$ cat src/rtl/lsu_pkg.sv
// Shared definitions for the load/store unit.
//   - RV32I load/store funct3 encodings (F3_B .. F3_HU)
//   - RMW state encoding (ST_IDLE, ST_MERGE)
//   - access_bad(): flags illegal size codes and misaligned accesses
package lsu_pkg;

    localparam logic [2:0] F3_B  = 3'b000;
    localparam logic [2:0] F3_H  = 3'b001;
    localparam logic [2:0] F3_W  = 3'b010;
    localparam logic [2:0] F3_BU = 3'b100;
    localparam logic [2:0] F3_HU = 3'b101;

    typedef enum logic {
        ST_IDLE  = 1'b0,
        ST_MERGE = 1'b1
    } state_t;

    // Unsigned sizes only exist for loads, so BU/HU stores count as illegal.
    function automatic logic access_bad(input logic       write,
                                        input logic [2:0] f3,
                                        input logic [1:0] off);
        logic bad;
        case (f3)
            F3_B:    bad = 1'b0;
            F3_BU:   bad = write;
            F3_H:    bad = off[0];
            F3_HU:   bad = write | off[0];
            F3_W:    bad = (off != 2'b00);
            default: bad = 1'b1;
        endcase
        return bad;
    endfunction

endpackage

$ cat src/rtl/lsu_align.sv
// Purely combinational lane handling for the load/store unit.
// Ports:
//   funct3     in   3   access size / signedness
//   offset     in   2   byte offset within the word (addr[1:0])
//   mem_rdata  in   32  word read from data memory
//   store_data in   16  low half of the store data (only B/H lanes are merged)
//   load_data  out  32  selected lane, sign/zero extended (0 for illegal codes)
//   merge_data out  32  mem_rdata with the store lane replaced
module lsu_align
    import lsu_pkg::*;
(
    input  logic [2:0]  funct3,
    input  logic [1:0]  offset,
    input  logic [31:0] mem_rdata,
    input  logic [15:0] store_data,
    output logic [31:0] load_data,
    output logic [31:0] merge_data
);

    logic [7:0]  byte_sel;
    logic [15:0] half_sel;

    always_comb begin
        byte_sel = mem_rdata[{offset, 3'b000} +: 8];
        half_sel = offset[1] ? mem_rdata[31:16] : mem_rdata[15:0];
    end

    always_comb begin
        case (funct3)
            F3_B:    load_data = {{24{byte_sel[7]}}, byte_sel};
            F3_BU:   load_data = {24'h000000, byte_sel};
            F3_H:    load_data = {{16{half_sel[15]}}, half_sel};
            F3_HU:   load_data = {16'h0000, half_sel};
            F3_W:    load_data = mem_rdata;
            default: load_data = 32'h0000_0000;
        endcase
    end

    // Halfword stores are already known to be halfword aligned, so offset[1]
    // alone picks the lane.
    always_comb begin
        merge_data = mem_rdata;
        case (funct3)
            F3_B: merge_data[{offset, 3'b000} +: 8] = store_data[7:0];
            F3_H: begin
                if (offset[1]) merge_data[31:16] = store_data;
                else           merge_data[15:0]  = store_data;
            end
            default: merge_data = mem_rdata;
        endcase
    end

endmodule

$ cat src/rtl/lsu_rmw.sv
// Load/store unit in front of a word-only data memory (combinational read,
// posedge write). Loads and SW complete in one cycle; SB/SH run as a two-cycle
// read-modify-write (IDLE reads and merges, MERGE writes) stalling the core once.
// Ports:
//   clk, rst_n                     clock, asynchronous active-low reset
//   req_valid, req_write, funct3   core request qualifiers
//   addr, wdata                    byte address and store data
//   rdata                          extended load result (0 when no legal load)
//   stall                          hold the core for this cycle
//   misaligned                     current request is misaligned or illegal
//   err_sticky                     any misaligned/illegal request seen since reset
//   rmw_cnt                        completed SB/SH operations, saturating
//   mem_read, mem_write            data memory enables (never both set)
//   mem_addr, mem_wdata, mem_rdata data memory word interface
module lsu_rmw
    import lsu_pkg::*;
#(
    parameter int ADDR_W = 6,
    parameter int CNT_W  = 16
) (
    input  logic              clk,
    input  logic              rst_n,
    input  logic              req_valid,
    input  logic              req_write,
    input  logic [2:0]        funct3,
    input  logic [31:0]       addr,
    input  logic [31:0]       wdata,
    output logic [31:0]       rdata,
    output logic              stall,
    output logic              misaligned,
    output logic              err_sticky,
    output logic [CNT_W-1:0]  rmw_cnt,
    output logic              mem_read,
    output logic              mem_write,
    output logic [ADDR_W-1:0] mem_addr,
    output logic [31:0]       mem_wdata,
    input  logic [31:0]       mem_rdata
);

    state_t              state_q, state_d;
    logic [31:0]         buf_data_q, buf_data_d;
    logic [ADDR_W-1:0]   buf_addr_q, buf_addr_d;
    logic [CNT_W-1:0]    cnt_q, cnt_d;
    logic                err_q, err_d;

    logic [1:0]          offset;
    logic [ADDR_W-1:0]   word_addr;
    logic                req_idle;
    logic                bad_req;
    logic                is_load;
    logic                is_sw;
    logic                is_rmw;
    logic [31:0]         load_data;
    logic [31:0]         merge_data;

    // Bytes above the memory size wrap; the upper address bits are not used.
    logic                unused_addr_hi;
    assign unused_addr_hi = ^addr[31:ADDR_W+2];

    assign offset    = addr[1:0];
    assign word_addr = addr[ADDR_W+1:2];

    // Request inputs only matter in IDLE; in MERGE they are don't-care.
    always_comb begin
        req_idle = req_valid && (state_q == ST_IDLE);
        bad_req  = req_idle && access_bad(req_write, funct3, offset);
        is_load  = req_idle && !bad_req && !req_write;
        is_sw    = req_idle && !bad_req && req_write && (funct3 == F3_W);
        is_rmw   = req_idle && !bad_req && req_write && (funct3 != F3_W);
    end

    lsu_align u_align (
        .funct3     (funct3),
        .offset     (offset),
        .mem_rdata  (mem_rdata),
        .store_data (wdata[15:0]),
        .load_data  (load_data),
        .merge_data (merge_data)
    );

    always_ff @(posedge clk or negedge rst_n) begin
        if (!rst_n) begin
            state_q    <= ST_IDLE;
            buf_data_q <= '0;
            buf_addr_q <= '0;
            cnt_q      <= '0;
            err_q      <= 1'b0;
        end else begin
            state_q    <= state_d;
            buf_data_q <= buf_data_d;
            buf_addr_q <= buf_addr_d;
            cnt_q      <= cnt_d;
            err_q      <= err_d;
        end
    end

    always_comb begin
        state_d = state_q;
        case (state_q)
            ST_IDLE:  if (is_rmw) state_d = ST_MERGE;
            ST_MERGE: state_d = ST_IDLE;
            default:  state_d = ST_IDLE;
        endcase
    end

    always_comb begin
        rdata      = 32'h0000_0000;
        stall      = 1'b0;
        misaligned = bad_req;
        mem_read   = 1'b0;
        mem_write  = 1'b0;
        mem_addr   = word_addr;
        mem_wdata  = wdata;
        case (state_q)
            ST_IDLE: begin
                if (is_load) begin
                    mem_read = 1'b1;
                    rdata    = load_data;
                end
                if (is_sw) begin
                    mem_write = 1'b1;
                end
                if (is_rmw) begin
                    mem_read = 1'b1;
                    stall    = 1'b1;
                end
            end
            ST_MERGE: begin
                mem_write = 1'b1;
                mem_addr  = buf_addr_q;
                mem_wdata = buf_data_q;
            end
            default: ;
        endcase
    end

    // Merge buffer captures the read half of the RMW; the counter advances as
    // each write half completes.
    always_comb begin
        buf_data_d = buf_data_q;
        buf_addr_d = buf_addr_q;
        cnt_d      = cnt_q;
        err_d      = err_q | bad_req;
        if (is_rmw) begin
            buf_data_d = merge_data;
            buf_addr_d = word_addr;
        end
        if ((state_q == ST_MERGE) && (cnt_q != {CNT_W{1'b1}})) begin
            cnt_d = cnt_q + CNT_W'(1);
        end
    end

    assign rmw_cnt    = cnt_q;
    assign err_sticky = err_q;

endmodule

$ cat config.mk
export PLATFORM = sky130hd
export DESIGN_NAME = lsu_rmw
export DESIGN_NICKNAME = d
export VERILOG_FILES = /design/src/rtl/lsu_pkg.sv /design/src/rtl/lsu_align.sv /design/src/rtl/lsu_rmw.sv
export SDC_FILE = /design/constraint.sdc
export NUM_CORES = 1
export LEC_CHECK = 0
export CAP_MARGIN = 20
export CORE_MARGIN = 4
export CORE_UTILIZATION = 46
export CTS_CLUSTER_SIZE = 8
export DETAILED_ROUTE_END_ITERATION = 6
export PLACE_DENSITY = 0.87
export SLEW_MARGIN = 30
export SYNTH_ARGS = -nofsm -noshare
export SYNTH_HDL_FRONTEND = slang
export SYNTH_SLANG_ARGS = --single-unit
$ cat constraint.sdc
create_clock -name clk -period 7.4 [get_ports clk]
set_clock_uncertainty 0.15 [all_clocks]
set_input_delay 1.48 -clock clk [delete_from_list [all_inputs] [get_ports clk]]
set_output_delay 1.48 -clock clk [all_outputs]
set_load 0.005 [all_outputs]
==> Word-level counts from Yosys, hierarchy flattened <==
Index checks and enable logic that the tools add are counted.
{ "word_totals": {"regBits": 56, "in_bits": 103, "out_inout_bits": 91, "wordCells": 50} }
{ "classes": {"addsub": 2, "eq_ne": 6, "shift": 3, "muxes": 19, "n_bitwise": 3, "n_reduce_logical": 12} }
{ "ops": {"columns": ["cell", "count"], "rows": [
  ["32-bit case mux with 5 select lines", 1],
  ["32-bit 2-to-1 mux", 3],
  ["32-bit case mux with 2 select lines", 1],
  ["16-bit 2-to-1 mux", 3],
  ["32-bit bitwise mux", 1],
  ["8-bit by 7-bit variable shift with 32-bit output (first input constant)", 1],
  ["32-bit by 6-bit variable part select with 8-bit output", 1],
  ["8-bit by 7-bit variable part select with 32-bit output", 1],
  ["16-bit by 1-bit adder with 16-bit output (second input constant)", 1],
  ["16-bit inequality test (second input constant)", 1],
  ["1-bit logical AND", 8],
  ["5-bit negator with 7-bit output", 1],
  ["3-bit equality test (second input constant)", 2],
  ["1-bit 2-to-1 mux", 6],
  ["6-bit 2-to-1 mux", 1],
  ["1-bit case mux with 5 select lines", 1],
  ["1-bit case mux with 2 select lines", 2],
  ["3-bit by 1-bit equality test with 1-bit output (second input constant)", 1],
  ["3-bit by 2-bit equality test with 1-bit output (second input constant)", 1],
  ["3-bit zero test", 1],
  ["3-bit by 2-bit inequality test with 1-bit output (second input constant)", 1],
  ["1-bit zero test", 2],
  ["1-bit bitwise OR", 2],
  ["2-bit nonzero test", 1],
  ["1-bit inverter", 1]
]} }

==> Logic depth before layout (Yosys ltp) <==
{ "depth": {"word_depth": 9, "mapped_depth": 10, "depth_no_buf": 7} }

==> Cells and area by module <==
A second synthesis with hierarchy kept.
{ "unflattened": {"cells_unflattened": 481, "area_unflattened_um2": 4789.6} }
{ "modules_own_cells": {"columns": ["module", "n_inst", "cells_per_inst", "area_per_inst_um2", "seq_area_each_um2"], "rows": [
  ["lsu_rmw", 1, 242, 3052.9, 1401.3],
  ["lsu_align", 1, 239, 1736.7, 0.0]
]} }

==> Worst setup path after synthesis <==
Ideal clock, no wire load.
{ "synth_path": {"kind": "input -> output", "startpoint": "in addr[1]", "endpoint": "out rdata[21]", "t_arrival_ns": 3.221, "required_time_ns": 5.770, "slack_ns": 2.549, "stages": 9, "path_buffers": 3, "cell_sequence": "buf_1 inv_1 ha_1 and2b_1 nor2_1 or4_1 clkbuf_1 clkbuf_1 a21oi_1"} }
{ "synth_via": {"elab_chain_len": 8, "word_cells_on_any_way": 11, "classes_between": "shift: 1; mux: 5; reduce/logical: 5"} }
{ "synth_rtl": {"columns": ["element", "line", "text"], "rows": [
  ["start, declared", "lsu_rmw.sv:26", "input logic [31:0] addr,"],
  ["branches (longest 6 deep; another with 32-bit by 6-bit variable part select with 8-bit output)", null, null],
  ["32-bit 2-to-1 mux (*)", "lsu_rmw.sv:116", "if (is_load) begin"],
  ["32-bit 2-to-1 mux (*)", "lsu_rmw.sv:114", "case (state_q)"],
  ["end, declared", "lsu_rmw.sv:28", "output logic [31:0] rdata,"]
]} }
Every way passes the cells marked *.

==> Worst setup path in the final report <==
{ "layout_path": {"startpoint": "in addr[1]", "endpoint": "out stall"} }
{ "layout_via": {"elab_chain_len": 9} }
{ "layout_rtl": {"columns": ["element", "line", "text"], "rows": [
  ["2-bit nonzero test", "lsu_pkg.sv:28", "F3_W: bad = (off != 2'b00);"],
  ["1-bit case mux with 5 select lines", "lsu_pkg.sv:23", "case (f3)"],
  ["1-bit logical AND", "lsu_rmw.sv:66", "bad_req = req_idle && access_bad(req_write, funct3, offset);"],
  ["1-bit zero test", "lsu_rmw.sv:69", "is_rmw = req_idle && !bad_req && req_write && (funct3 != F3_W);"],
  ["1-bit logical AND (3 in a row)", "lsu_rmw.sv:69", null],
  ["1-bit 2-to-1 mux", "lsu_rmw.sv:123", "if (is_rmw) begin"],
  ["1-bit 2-to-1 mux", "lsu_rmw.sv:114", null],
  ["end, declared", "lsu_rmw.sv:29", "output logic stall,"]
]} }
Every way passes these cells.

==> run metrics <==
status=finished, final reports clean; Initial Util=46.9%; ys async rst share=100%; Max VDD drop=0.0884 mV; multiplexer share of the synthesized area=24.9%; endpoints failing setup=0; diode count=0; Root Driver=clkbuf_8; final worst slack=1.09 ns; clk buf depth=2; WHS Path Cells=1; Syn Area/Cell=9.89 µm²; syn nets=545; Crit path max-delay family=buffers and inverters; cts hold-fix bufs=0; adder-cell area share of the yosys netlist=1.74%; Routability Congestion=0.964; worst path bufs/invs=5; max cap viols=0; share of layout cells above drive strength 1=17.1%; Setup Buffers After CTS=0; clock insertion delay at the later pin of the skew report=0.33 ns; Final Hold Fails=0; Synth Area in Compound Gates=18.0%; critical path, cell by cell=clkdlybuf4s50_1 > buf_4 > inv_1 > ha_1 > and2b_1 > nor2_1 > or4_1 > inv_12 > clkdlybuf4s50_1; Syn. warnings=0; Final ANT Viol Nets=0; Area Growth Syn to Fin=41.7%; Flop pwr share=45.7%; worst relative slew slack=50.8%; xor/xnor cell area share of the yosys netlist=2.03%; Clock Power Share=20.5%; CTS H-tree depth=2; placed cell count=693; Avg WL per Cell=21.4 µm; initial DRC count=427; vias in the first global route=4298; Switching Fraction=31.2%; startpoint types=input port; worst flop-to-flop path endpoint=buf_data_q[30]$_DFFE_PN0P_; max-slew violation count=0; beginning of the worst hold path=err_sticky$_DFF_PN0_; Period minus WS final=6.31 ns; largest net degree at the start of global routing=57; Post-synth EDFFs=0; cells after synthesis=436; Worst path slowest cell=or4_1; R2R setup slack=5.00 ns; Overflow after GRT=0; CTS Buf Count=5; Fill cells=747; Net Sw Power=0.000284 W; # rows=35; Slowest Stage Delay on Critical Path=0.83 ns; RSZ-0062 raised after global routing=false; detailed placement HPWL=11200 µm; P_leak=2.41 nW; PostCTS Resize Cnt=0; main flop type after synthesis=dfrtp_1; Combinational Power Share=33.8%; die span in x=105 µm; die footprint=11000 µm²; WL final=15000 µm; Post-Synth Simple-Gate Area=15.2%; crit path max fanout=34; internal power=0.000628 W; setup TNS=0 ns; pwr/cell area=149 nW/µm²; cell mode on critical path=clkdlybuf4s50_1; Total GRT Usage=27.1%; CP Launch Point=addr[1]; Setup WS pre-CTS=1.12 ns; CP Class=in2out; Critical R2R Launch=state_q$_DFF_PN0_; crit path to=stall; Fmax achieved=159 MHz; synth unique cells=55; CP required=5.77 ns; Worst R2R Path Depth=4; Hold Crit Class=reg2reg; sequential share of the synthesized area=32.5%; die height=105 µm; period utilisation layout=85.3%; port bufs=169; register bit total from synthesis=56; Worst-Margin Slew=0.739 ns; DRC=0; Synth Cell Area=4310 µm²; global-route wire length before repair=24000 µm; # IOs=194; largest family of logic cells by synthesized area=multiplexers; Vias=4362; vias per cell=6.22; Core ar.=9200 µm²; Sink Count=56; CP Depth=9; DR pass1 iterations=6; nets=698; crit path capture type=output port; CTS tree=done; Final Non-Filler Cells=701; WP data arrival=4.68 ns; clock transition at the registers of the reported paths=0.10 ns; initial antenna violation count=0
==> sequential cells by signal, summed over array words and instances (netlist names) <==
name	count
err_sticky	1
buf_addr_q	6
state_q	1
rmw_cnt	16
buf_data_q	32
==> final cells by class <==
| class | instances | area, µm² | area share (%) |
|---|---|---|---|
| clock buffer | 5 | 68.8 | 1.13 |
| sequential | 56 | 1400 | 22.9 |
| inverter | 11 | 53.8 | 0.880 |
| clock inverter | 3 | 27.5 | 0.450 |
| timing repair buffer | 176 | 1740 | 28.4 |
| tap | 111 | 139 | 2.27 |
| multi-input combinational | 339 | 2680 | 43.9 |
==> cells by family (layout without fill, tap and decap cells) <==
logic type / Yosys count / in the layout
and+or+nand+nor: 121 / 121
AOI/OAI and AO/OA: 114 / 114
muxes: 88 / 88
DFF: 56 / 56
buffers and inverters: 41 / 195
xor gates and xnor gates: 10 / 10
adders and majority gates: 6 / 6
==> metrics by stage <==
step / util [%] / hold WS (ns) / power [W] / instance area [µm²]
6_report: 66.5 / 0.340 / 0.000912 / 6110
5_1_grt: 66.5 / 0.373 / 0.000965 / 6110
4_1_cts: 66.4 / 0.341 / 0.000912 / 6100
3_5_place_dp: 65.3 / 0.317 / 0.000725 / 6010
3_3_place_gp: 65.3 / 0.308 / 0.000713 / 6010
2_1_floorplan: - / 0.302 / 0.000572 / 4310
==> cell usage in the layout (no fill, tap or decap), types with 7 or more instances in the layout <==
master             n
nand3_1            7
mux2i_1           10
dfrtp_1           55
a222oi_1           7
a21oi_1           37
a221o_1            9
a22oi_1           15
nor2_1            17
buf_4              7
mux2_4            22
clkdlybuf4s50_1  168
mux2_2            50
nand2_1           45
and4_1             8
o21ai_0           20
inv_1             10
a32o_1             8
==> how the worst min path moves through the flow <==
stage,to,slack [ns]
floorplan,buf_data_q[0]$_DFFE_PN0P_,0.30
global placement,err_sticky$_DFF_PN0_,0.31
detailed placement,err_sticky$_DFF_PN0_,0.32
CTS,err_sticky$_DFF_PN0_,0.34
global route,err_sticky$_DFF_PN0_,0.37
finish,err_sticky$_DFF_PN0_,0.34
==> cell usage after synthesis (8+ instances only) <==
cell type | instances | area share [%]
mux2_2 | 50 | 13
a21oi_1 | 37 | 4.3
mux2_4 | 22 | 7.7
clkbuf_1 | 10 | 0.87
nor2_1 | 17 | 1.5
a221o_1 | 9 | 2.1
buf_1 | 8 | 0.70
mux2i_1 | 10 | 2.3
a22oi_1 | 15 | 2.6
a32o_1 | 8 | 1.9
inv_1 | 10 | 0.87
o21ai_0 | 20 | 2.3
dfrtp_1 | 56 | 32
nand2_1 | 45 | 3.9
and4_1 | 8 | 1.6
==> layer usage <==
layer	track usage (%)	vias to the layer above	part of all wire, %	routed length (µm)
met2	43.0	265	47	6990
met1	37.1	2103	41	6190
met3	4.88	42	9.3	1400
met4	9.56	0	2.8	418
li1	-	1952	-	-
met5	0	-	0	0
==> power by group through the flow <==
stage                     logic [W]  registers [W]  clock network, W
after floorplan            0.000165       0.000406                 0
after global placement     0.000296       0.000417                 0
after detailed placement   0.000304       0.000421                 0
after CTS                  0.000307       0.000415          0.000190
after global routing       0.000335       0.000425          0.000205
final                      0.000308       0.000417          0.000187
No activity file was read; power rests on OpenSTA's default activity.
